--- config.mk ---
export PLATFORM = sky130hd
export DESIGN_NAME = idct_row_feeder
export DESIGN_NICKNAME = d
export VERILOG_FILES = /design/src/rtl/idct_row_feeder.sv
export SDC_FILE = /design/constraint.sdc
export NUM_CORES = 1
export LEC_CHECK = 0
export CORE_MARGIN = 2
export CORE_UTILIZATION = 45
export DETAILED_ROUTE_END_ITERATION = 10
export PLACE_DENSITY_LB_ADDON = 0.1
export SLEW_MARGIN = 5
export SYNTH_ARGS = -nofsm -noshare
export SYNTH_HDL_FRONTEND = slang
export SYNTH_SLANG_ARGS = --single-unit
export TNS_END_PERCENT = 10
--- constraint.sdc ---
create_clock -name clk -period 2.5 [get_ports clk]
set_input_delay 0.25 -clock clk [delete_from_list [all_inputs] [get_ports clk]]
set_output_delay 0.25 -clock clk [all_outputs]
set_load 0.03 [all_outputs]
--- src/rtl/idct_row_feeder.sv ---
// Row feeder for the 8-tap systolic IDCT row stage: gathers c0..c7 serially and
// issues them skewed, one lane per cycle. Define IDCT_FEED_DOUBLE_BUF_EN for ping-pong buffering.
module idct_row_feeder (
  input  logic               clk,
  input  logic               reset,
  input  logic signed [15:0] coef_in,
  input  logic               coef_valid,
  output logic               coef_ready,
  input  logic [5:0]         cfg_shift,
  input  logic [5:0]         cfg_add,
  output logic signed [24:0] d_in_1,
  output logic signed [24:0] d_in_2,
  output logic signed [24:0] d_in_3,
  output logic signed [24:0] d_in_4,
  output logic signed [24:0] d_in_5,
  output logic signed [24:0] d_in_6,
  output logic signed [24:0] d_in_7,
  output logic signed [24:0] d_in_8,
  output logic [7:0]         lane_valid,
  output logic [5:0]         shift,
  output logic [5:0]         add,
  output logic               busy
);

  typedef enum logic [1:0] {IDLE, LOAD, ISSUE} state_t;

`ifdef IDCT_FEED_DOUBLE_BUF_EN
  localparam int NBUF = 2;
  logic       wr_sel_q, wr_sel_d;
  logic       iss_sel_q, iss_sel_d;
  logic [1:0] full_q, full_d;
`else
  localparam int NBUF = 1;
  logic wr_sel_q;
  logic iss_sel_d;
  assign wr_sel_q  = 1'b0;
  assign iss_sel_d = 1'b0;
`endif

  state_t             state_q, state_d;
  logic [2:0]         cnt_q, cnt_d;
  logic [2:0]         iss_cnt_q, iss_cnt_d;
  logic signed [15:0] coef_q [NBUF][8];
  logic signed [15:0] coef_d [NBUF][8];
  logic [5:0]         row_shift_q [NBUF];
  logic [5:0]         row_shift_d [NBUF];
  logic [5:0]         row_add_q [NBUF];
  logic [5:0]         row_add_d [NBUF];
  logic [7:0]         lane_valid_q, lane_valid_d;
  logic signed [24:0] lane_q [8];
  logic signed [24:0] lane_d [8];
  logic [5:0]         shift_q, shift_d;
  logic [5:0]         add_q, add_d;
  logic               ready_q, ready_d;
  logic               accept, last, issue_done, start;

  always_comb begin
    accept     = coef_valid && ready_q;
    last       = accept && (cnt_q == 3'd7);
    issue_done = (state_q == ISSUE) && (iss_cnt_q == 3'd7);
    cnt_d      = accept ? cnt_q + 3'd1 : cnt_q;

    coef_d      = coef_q;
    row_shift_d = row_shift_q;
    row_add_d   = row_add_q;
    if (accept) begin
      coef_d[wr_sel_q][cnt_q] = coef_in;
      // Row parameters travel with c0 so a later cfg change cannot leak into this row.
      if (cnt_q == 3'd0) begin
        row_shift_d[wr_sel_q] = cfg_shift;
        row_add_d[wr_sel_q]   = cfg_add;
      end
    end

`ifdef IDCT_FEED_DOUBLE_BUF_EN
    start     = 1'b0;
    wr_sel_d  = wr_sel_q;
    iss_sel_d = iss_sel_q;
    full_d    = full_q;
    if (issue_done) full_d[iss_sel_q] = 1'b0;
    if (last) begin
      full_d[wr_sel_q] = 1'b1;
      wr_sel_d         = ~wr_sel_q;
    end
    // A pending row launches right behind the current one for gapless issue.
    if (issue_done && full_q[~iss_sel_q]) begin
      start     = 1'b1;
      iss_sel_d = ~iss_sel_q;
    end else if (last && ((state_q != ISSUE) || issue_done)) begin
      start     = 1'b1;
      iss_sel_d = wr_sel_q;
    end
`else
    start = last;
`endif

    if (start)                 iss_cnt_d = 3'd0;
    else if (state_q == ISSUE) iss_cnt_d = iss_cnt_q + 3'd1;
    else                       iss_cnt_d = 3'd0;

    if (start || ((state_q == ISSUE) && !issue_done)) state_d = ISSUE;
    else if (cnt_d != 3'd0)                           state_d = LOAD;
    else                                              state_d = IDLE;

`ifdef IDCT_FEED_DOUBLE_BUF_EN
    ready_d = ~(full_d[0] & full_d[1]);
`else
    ready_d = (state_d != ISSUE);
`endif

    // Skew: lane k fires k-1 cycles after lane 1; idle lanes carry zero into the adder chain.
    lane_valid_d = {lane_valid_q[6:0], start};
    for (int k = 0; k < 8; k++) begin
      lane_d[k] = '0;
      if (lane_valid_d[k])
        lane_d[k] = {{9{coef_q[iss_sel_d][k][15]}}, coef_q[iss_sel_d][k]};
    end

    shift_d = shift_q;
    add_d   = add_q;
    if (lane_valid_d[7]) begin
      shift_d = row_shift_q[iss_sel_d];
      add_d   = row_add_q[iss_sel_d];
    end
  end

  always_ff @(posedge clk) begin
    if (reset) begin
      state_q      <= IDLE;
      cnt_q        <= '0;
      iss_cnt_q    <= '0;
      lane_valid_q <= '0;
      shift_q      <= '0;
      add_q        <= '0;
      ready_q      <= 1'b0;
      for (int b = 0; b < NBUF; b++) begin
        row_shift_q[b] <= '0;
        row_add_q[b]   <= '0;
        for (int k = 0; k < 8; k++) coef_q[b][k] <= '0;
      end
      for (int k = 0; k < 8; k++) lane_q[k] <= '0;
`ifdef IDCT_FEED_DOUBLE_BUF_EN
      wr_sel_q  <= 1'b0;
      iss_sel_q <= 1'b0;
      full_q    <= '0;
`endif
    end else begin
      state_q      <= state_d;
      cnt_q        <= cnt_d;
      iss_cnt_q    <= iss_cnt_d;
      lane_valid_q <= lane_valid_d;
      shift_q      <= shift_d;
      add_q        <= add_d;
      ready_q      <= ready_d;
      coef_q       <= coef_d;
      row_shift_q  <= row_shift_d;
      row_add_q    <= row_add_d;
      lane_q       <= lane_d;
`ifdef IDCT_FEED_DOUBLE_BUF_EN
      wr_sel_q  <= wr_sel_d;
      iss_sel_q <= iss_sel_d;
      full_q    <= full_d;
`endif
    end
  end

  assign coef_ready = ready_q;
  assign lane_valid = lane_valid_q;
  assign shift      = shift_q;
  assign add        = add_q;
  assign busy       = (state_q != IDLE) || (|lane_valid_q);
  assign d_in_1     = lane_q[0];
  assign d_in_2     = lane_q[1];
  assign d_in_3     = lane_q[2];
  assign d_in_4     = lane_q[3];
  assign d_in_5     = lane_q[4];
  assign d_in_6     = lane_q[5];
  assign d_in_7     = lane_q[6];
  assign d_in_8     = lane_q[7];

endmodule

# Word level (Yosys, flattened, before mapping)

Cells that the tools add are included.

Word-level logic and storage cells: 71
Output and inout bits: 222
Flip-flop bits (word level): 297
Input port bits: 31

Add/sub/neg operators: 2
Bitwise logic cells: 10
Mux-type cells: 6
Eq/ne operators: 4
Magnitude comparators: 2
Reductions and logical operators: 22

Operator list:

| kind                                                                 | number |
|---|---|
| 128-bit bitwise mux                                                  | 1 |
| 16-bit demux with 3-bit select                                       | 1 |
| 16-bit 2-to-1 mux                                                    | 1 |
| 2-bit OR reduction                                                   | 8 |
| 1-bit NOT                                                            | 9 |
| 8-bit OR reduction                                                   | 1 |
| 3-bit by 1-bit adder with 3-bit output, second input constant        | 2 |
| 3-bit == test, second input constant                                 | 2 |
| 1-bit logical AND                                                    | 5 |
| 4-bit >= comparator, second input constant                           | 1 |
| 4-bit by 1-bit < comparator with 1-bit output, second input constant | 1 |
| 3-bit NOT with 4-bit output                                          | 1 |
| 3-bit zero test                                                      | 1 |
| 3-bit 2-to-1 mux                                                     | 1 |
| 3-bit nonzero test                                                   | 1 |
| 3-bit OR reduction                                                   | 1 |
| 2-bit == test, second input constant                                 | 1 |
| 1-bit logical OR                                                     | 2 |
| 2-bit 2-to-1 mux                                                     | 1 |
| 2-bit inequality test, second input constant                         | 1 |
| 2-bit AND reduction                                                  | 1 |
| 2-bit nonzero test                                                   | 1 |
| 1-bit zero test                                                      | 1 |
| 1-bit 2-to-1 mux                                                     | 1 |

# Logic depth before layout (Yosys ltp)

Word-level depth: 7
Gate-level depth with buffers: 7
Mapped depth without buffers: 5

# Worst setup path before layout

No wires, ideal clock.

Path kind: register to register
From: reg ready_q (netlist: coef_ready)
To: reg coef_q[117] (netlist name)
Slack: 753 ps
Period minus slack after synthesis: 1747 ps
Required time: 2371 ps
Setup time: 129 ps
Path buffers: 2
Cell stages (with the launch flop): 6
Arrival time: 1618 ps
Path through: dfxtp_1 -> nand2_1 -> or4_1 -> buf_2 -> buf_6 -> mux2i_1

Word-level cells in the longest chain between the ends: 1

Ends and longest elaborated chain:

| what                   | line | RTL |
|---|---|---|
| start, declared        | 54   | `logic ready_q, ready_d;` |
| start signal, assigned | 154  | `ready_q <= ready_d;` |
| 1-bit logical AND      | 58   | `accept = coef_valid && ready_q;` |
| end signal, assigned   | 155  | `coef_q <= coef_d;` |
| end, declared          | 43   | `logic signed [15:0] coef_q [NBUF][8];` |

No other way between the ends.
A chain may end at the register's enable or synchronous reset.

# Worst setup path in the final report

From: reg state_q[0]
To: out busy

Word-level cells in the longest chain between the ends: 2

Ends and longest elaborated chain:

| what                   | line | RTL |
|---|---|---|
| start, declared        | 40   | `state_t state_q, state_d;` |
| start signal, assigned | 148  | `state_q <= state_d;` |
| 2-bit nonzero test     | 171  | `assign busy = (state_q != IDLE) \|\| (\|lane_valid_q);` |
| 1-bit logical OR       | 171  |  |
| end, declared          | 22   | `output logic busy` |

No other way between the ends.

==> results.py <==
metrics = {
    "run_status": {
        "status": "complete, no violations",
    },
    "critical_path": {
        "reg2reg_slack_ns": 0.55,
        "critical_path_peak_fanout": 3,
        "cp-startpoint": "state_q[0]",
        "cp_slowest_cell": "clkdlybuf4s50_1",
        "reg2reg_depth": 3,
        "worstSetupEndpoint": "busy",
        "critPathMaxStageDelay_ns": 0.63,
        "worst_r2r_startpoint": "lane_valid[6]",
        "cp.arrival_ns": 2.01,
        "crit_family": "buffers and inverters",
        "timing.rr.end": "d_in_8[5]",
        "cp_data_required_time_ns": 2.25,
        "crit_path_start_kind": "register",
        "path_cells": "nor4_1 > nand3_1 > clkdlybuf4s50_1",
        "cp_num_buf_inv": 1,
        "end_kind": "output pin",
        "critPathKind": "register to output pin",
        "crit_cells": 3,
    },
    "sta": {
        "setup_viol": 0,
        "fin_crit_ns": 2.26,
        "timing.final.ws_setup_ns": 0.244,
        "hold_violations": 0,
        "slew_headroom_pct": 18.3,
        "final.period_utilization_pct": 90.2,
        "rsz0062_at_grt": "no",
        "tightest_slew_ns": 1.22,
        "drv_slew": 0,
        "fin_skew_ns": 0.00607,
        "fmax_mhz": 443,
        "tns_ns": 0,
    },
    "route": {
        "drc": 0,
        "drt_iter0_markers": 229,
        "drt-pass1-iter-count": 4,
        "via_count": 6539,
        "viasPerCell": 4.60,
        "drtAntennaViolNets": 0,
        "wl_per_cell_microns": 16.6,
        "wl_microns": 23600,
    },
    "cells_and_area": {
        "diodes": 0,
        "postLayoutCellArea_sq_um": 13600,
        "layout-drive-gt1-share_pct": 6.51,
        "area_growth_pct": 30.4,
        "multi_input_area_sq_um": 3650,
        "final_core_util_pct": 60.0,
        "seqCellArea_sq_um": 5950,
        "nNetsFinal": 1151,
        "fill_cells": 1895,
    },
    "synth": {
        "netlist.area_leader.share_pct": 56.9,
        "synth_cell_types": 31,
        "syn_area_per_cell_sq_um": 11.0,
        "synth_fp_nets": 985,
        "ys_seq_area_share_pct": 56.9,
        "syn_area_sq_um": 10500,
        "yosysTopAreaCell": "dfxtp_1",
        "synthTopCellsByArea": "dfxtp_1 (57%), mux2i_1 (13%), nand2b_1 (8.7%)",
        "ys_warn_count": 0,
        "synth-seq-cells": 297,
        "syn-instance-count": 949,
    },
    "placement": {
        "place_ws_ns": 0.448,
        "place_hpwl_microns": 15500,
        "place.gp.congestion": 0.787,
        "place_area_sq_um": 12600,
        "io_buffers": 252,
    },
    "global_routing": {
        "gr-usage-met2_pct": 30.6,
        "antenna_found_initial": 1,
        "grt_first_pass_wirelength_microns": 35900,
        "grt_use_met1_pct": 25.8,
        "grt_max_degree": 69,
        "grt_pass1_vias": 6312,
        "grt_remaining_overflow": 0,
        "grt_util_met3_pct": 3.90,
        "gr-usage-all-layers_pct": 18.9,
        "busiest_layer": "met2",
    },
    "clock_network": {
        "numCtsBuffers": 30,
        "cts_max_level": 1,
        "cts_tree": "built",
        "cts_setup_buffers": 0,
        "clockRootBuffer": "clkbuf_16",
        "insertion_delay_ns": 0.54,
        "clk_path_buf_depth": 3,
        "cts_hold_buf": 0,
        "cts_resized": 0,
        "clkSinkCount": 297,
        "clkTransAtPathRegs_ns": 0.06,
    },
    "power": {
        "p_leak_uw": 0.00576,
        "peakVddDrop_mv": 0.443,
        "power_density_nw_per_um2": 705,
    },
    "worst_hold_path": {
        "hp-class": "primary input to register",
        "whs_path_depth": 2,
    },
    "floorplanning": {
        "die_area_sq_um": 24500,
        "die_h_microns": 156,
        "num_rows": 55,
        "num_io_pins": 253,
        "dieWidth_microns": 156,
        "coreArea_sq_um": 22700,
        "initial_core_util_pct": 46.0,
    },
    "flow_run": {
        "cap_violations": 0,
    },
}
area by class of cell:
type | count | area share [%]
Sequential cell | 297 | 43.6
Multi-Input combinational cell | 513 | 26.8
Timing Repair Buffer | 270 | 19.5
Clock buffer | 40 | 6.31
Tap cell | 285 | 2.62
Clock inverter | 14 | 1.15
Inverter | 3 | 0.0826
worst register-to-register path, cell delays in order (launching register included):
cell	delay (ns)
dfxtp_1	0.33
buf_4	0.27
nor2b_1	0.99
and2_1	0.29
stage by stage:
stage | hold slack, ns | power [uW] | cells
6_report | 0.205 | 9610 | 1422
3_5_place_dp | 0.420 | 5190 | 1368
4_1_cts | 0.197 | 9710 | 1422
5_1_grt | 0.242 | 9950 | 1422
2_1_floorplan | 0.386 | 5070 | 949
3_3_place_gp | 0.415 | 5190 | 1368
cell usage in the layout, fill, tap and decap left out, types with 7 or more instances in the layout:
master / instances
a21oi_1: 15
and2_1: 131
clkinv_2: 7
clkdlybuf4s50_1: 251
buf_4: 19
nor2_1: 16
nor2b_1: 8
nand2b_1: 145
clkbuf_16: 31
mux2i_1: 140
dfxtp_1: 297
nand2_1: 30
logic make-up after synthesis:
logic type / share of synthesized area [%]
adders and majority gates: 0.598
muxes: 13.4
AOI/OAI and AO/OA: 0.850
and+or+nand+nor: 20.0
buffers and inverters: 8.24
DFF: 56.9
xor gates and xnor gates: 0.0838
flip-flops by register name (all words and copies together) (netlist names):
signal and cells:
add 6, cnt_q 3, coef_q 128, coef_ready 1, d_in_1 16, d_in_2 16, d_in_3 16, d_in_4 16
d_in_5 16, d_in_6 16, d_in_7 16, d_in_8 16, iss_cnt_q 3, lane_valid 8, row_add_q 6, row_shift_q 6
shift 6, state_q 2
routing by layer:
metal	part of all wire [%]	vias to the layer above
met5	0.047	-
met4	1.6	2
met3	6.0	29
met2	45	194
met1	47	3035
li1	-	3279
synth_stat cells:
library cell	n
dfxtp_1	297
buf_6	3
xnor2_1	1
buf_1	18
nor2b_1	8
ha_1	5
buf_2	13
nand3_1	3
a211oi_1	1
nand2_1	30
or4_4	1
or4_1	2
a31oi_1	1
or3_1	4
nor3_1	2
nor4_1	3
inv_2	2
nor2_1	16
nand2b_1	145
and2_1	131
inv_1	1
and4b_1	1
clkbuf_1	25
or3b_2	1
buf_12	1
or2_2	1
buf_4	76
and3b_1	1
mux2i_1	140
a21oi_1	15
nand4b_1	1
power breakdown:
part           switching [uW]  internal, uW
Clock                    1810          2710
Sequential               23.0          4770
Combinational             159           131
Total                    1990          7610
worst min-delay path by stage:
stage	start	end	slack (ns)
finish	reset	cnt_q[0]	0.20
global route	cfg_shift[2]	row_shift_q[2]	0.24
CTS	reset	cnt_q[0]	0.20
detailed placement	iss_cnt_q[0]	iss_cnt_q[0]	0.42
global placement	iss_cnt_q[0]	iss_cnt_q[0]	0.42
floorplan	cfg_add[0]	row_add_q[0]	0.39
(Power assumes the default switching activity.)
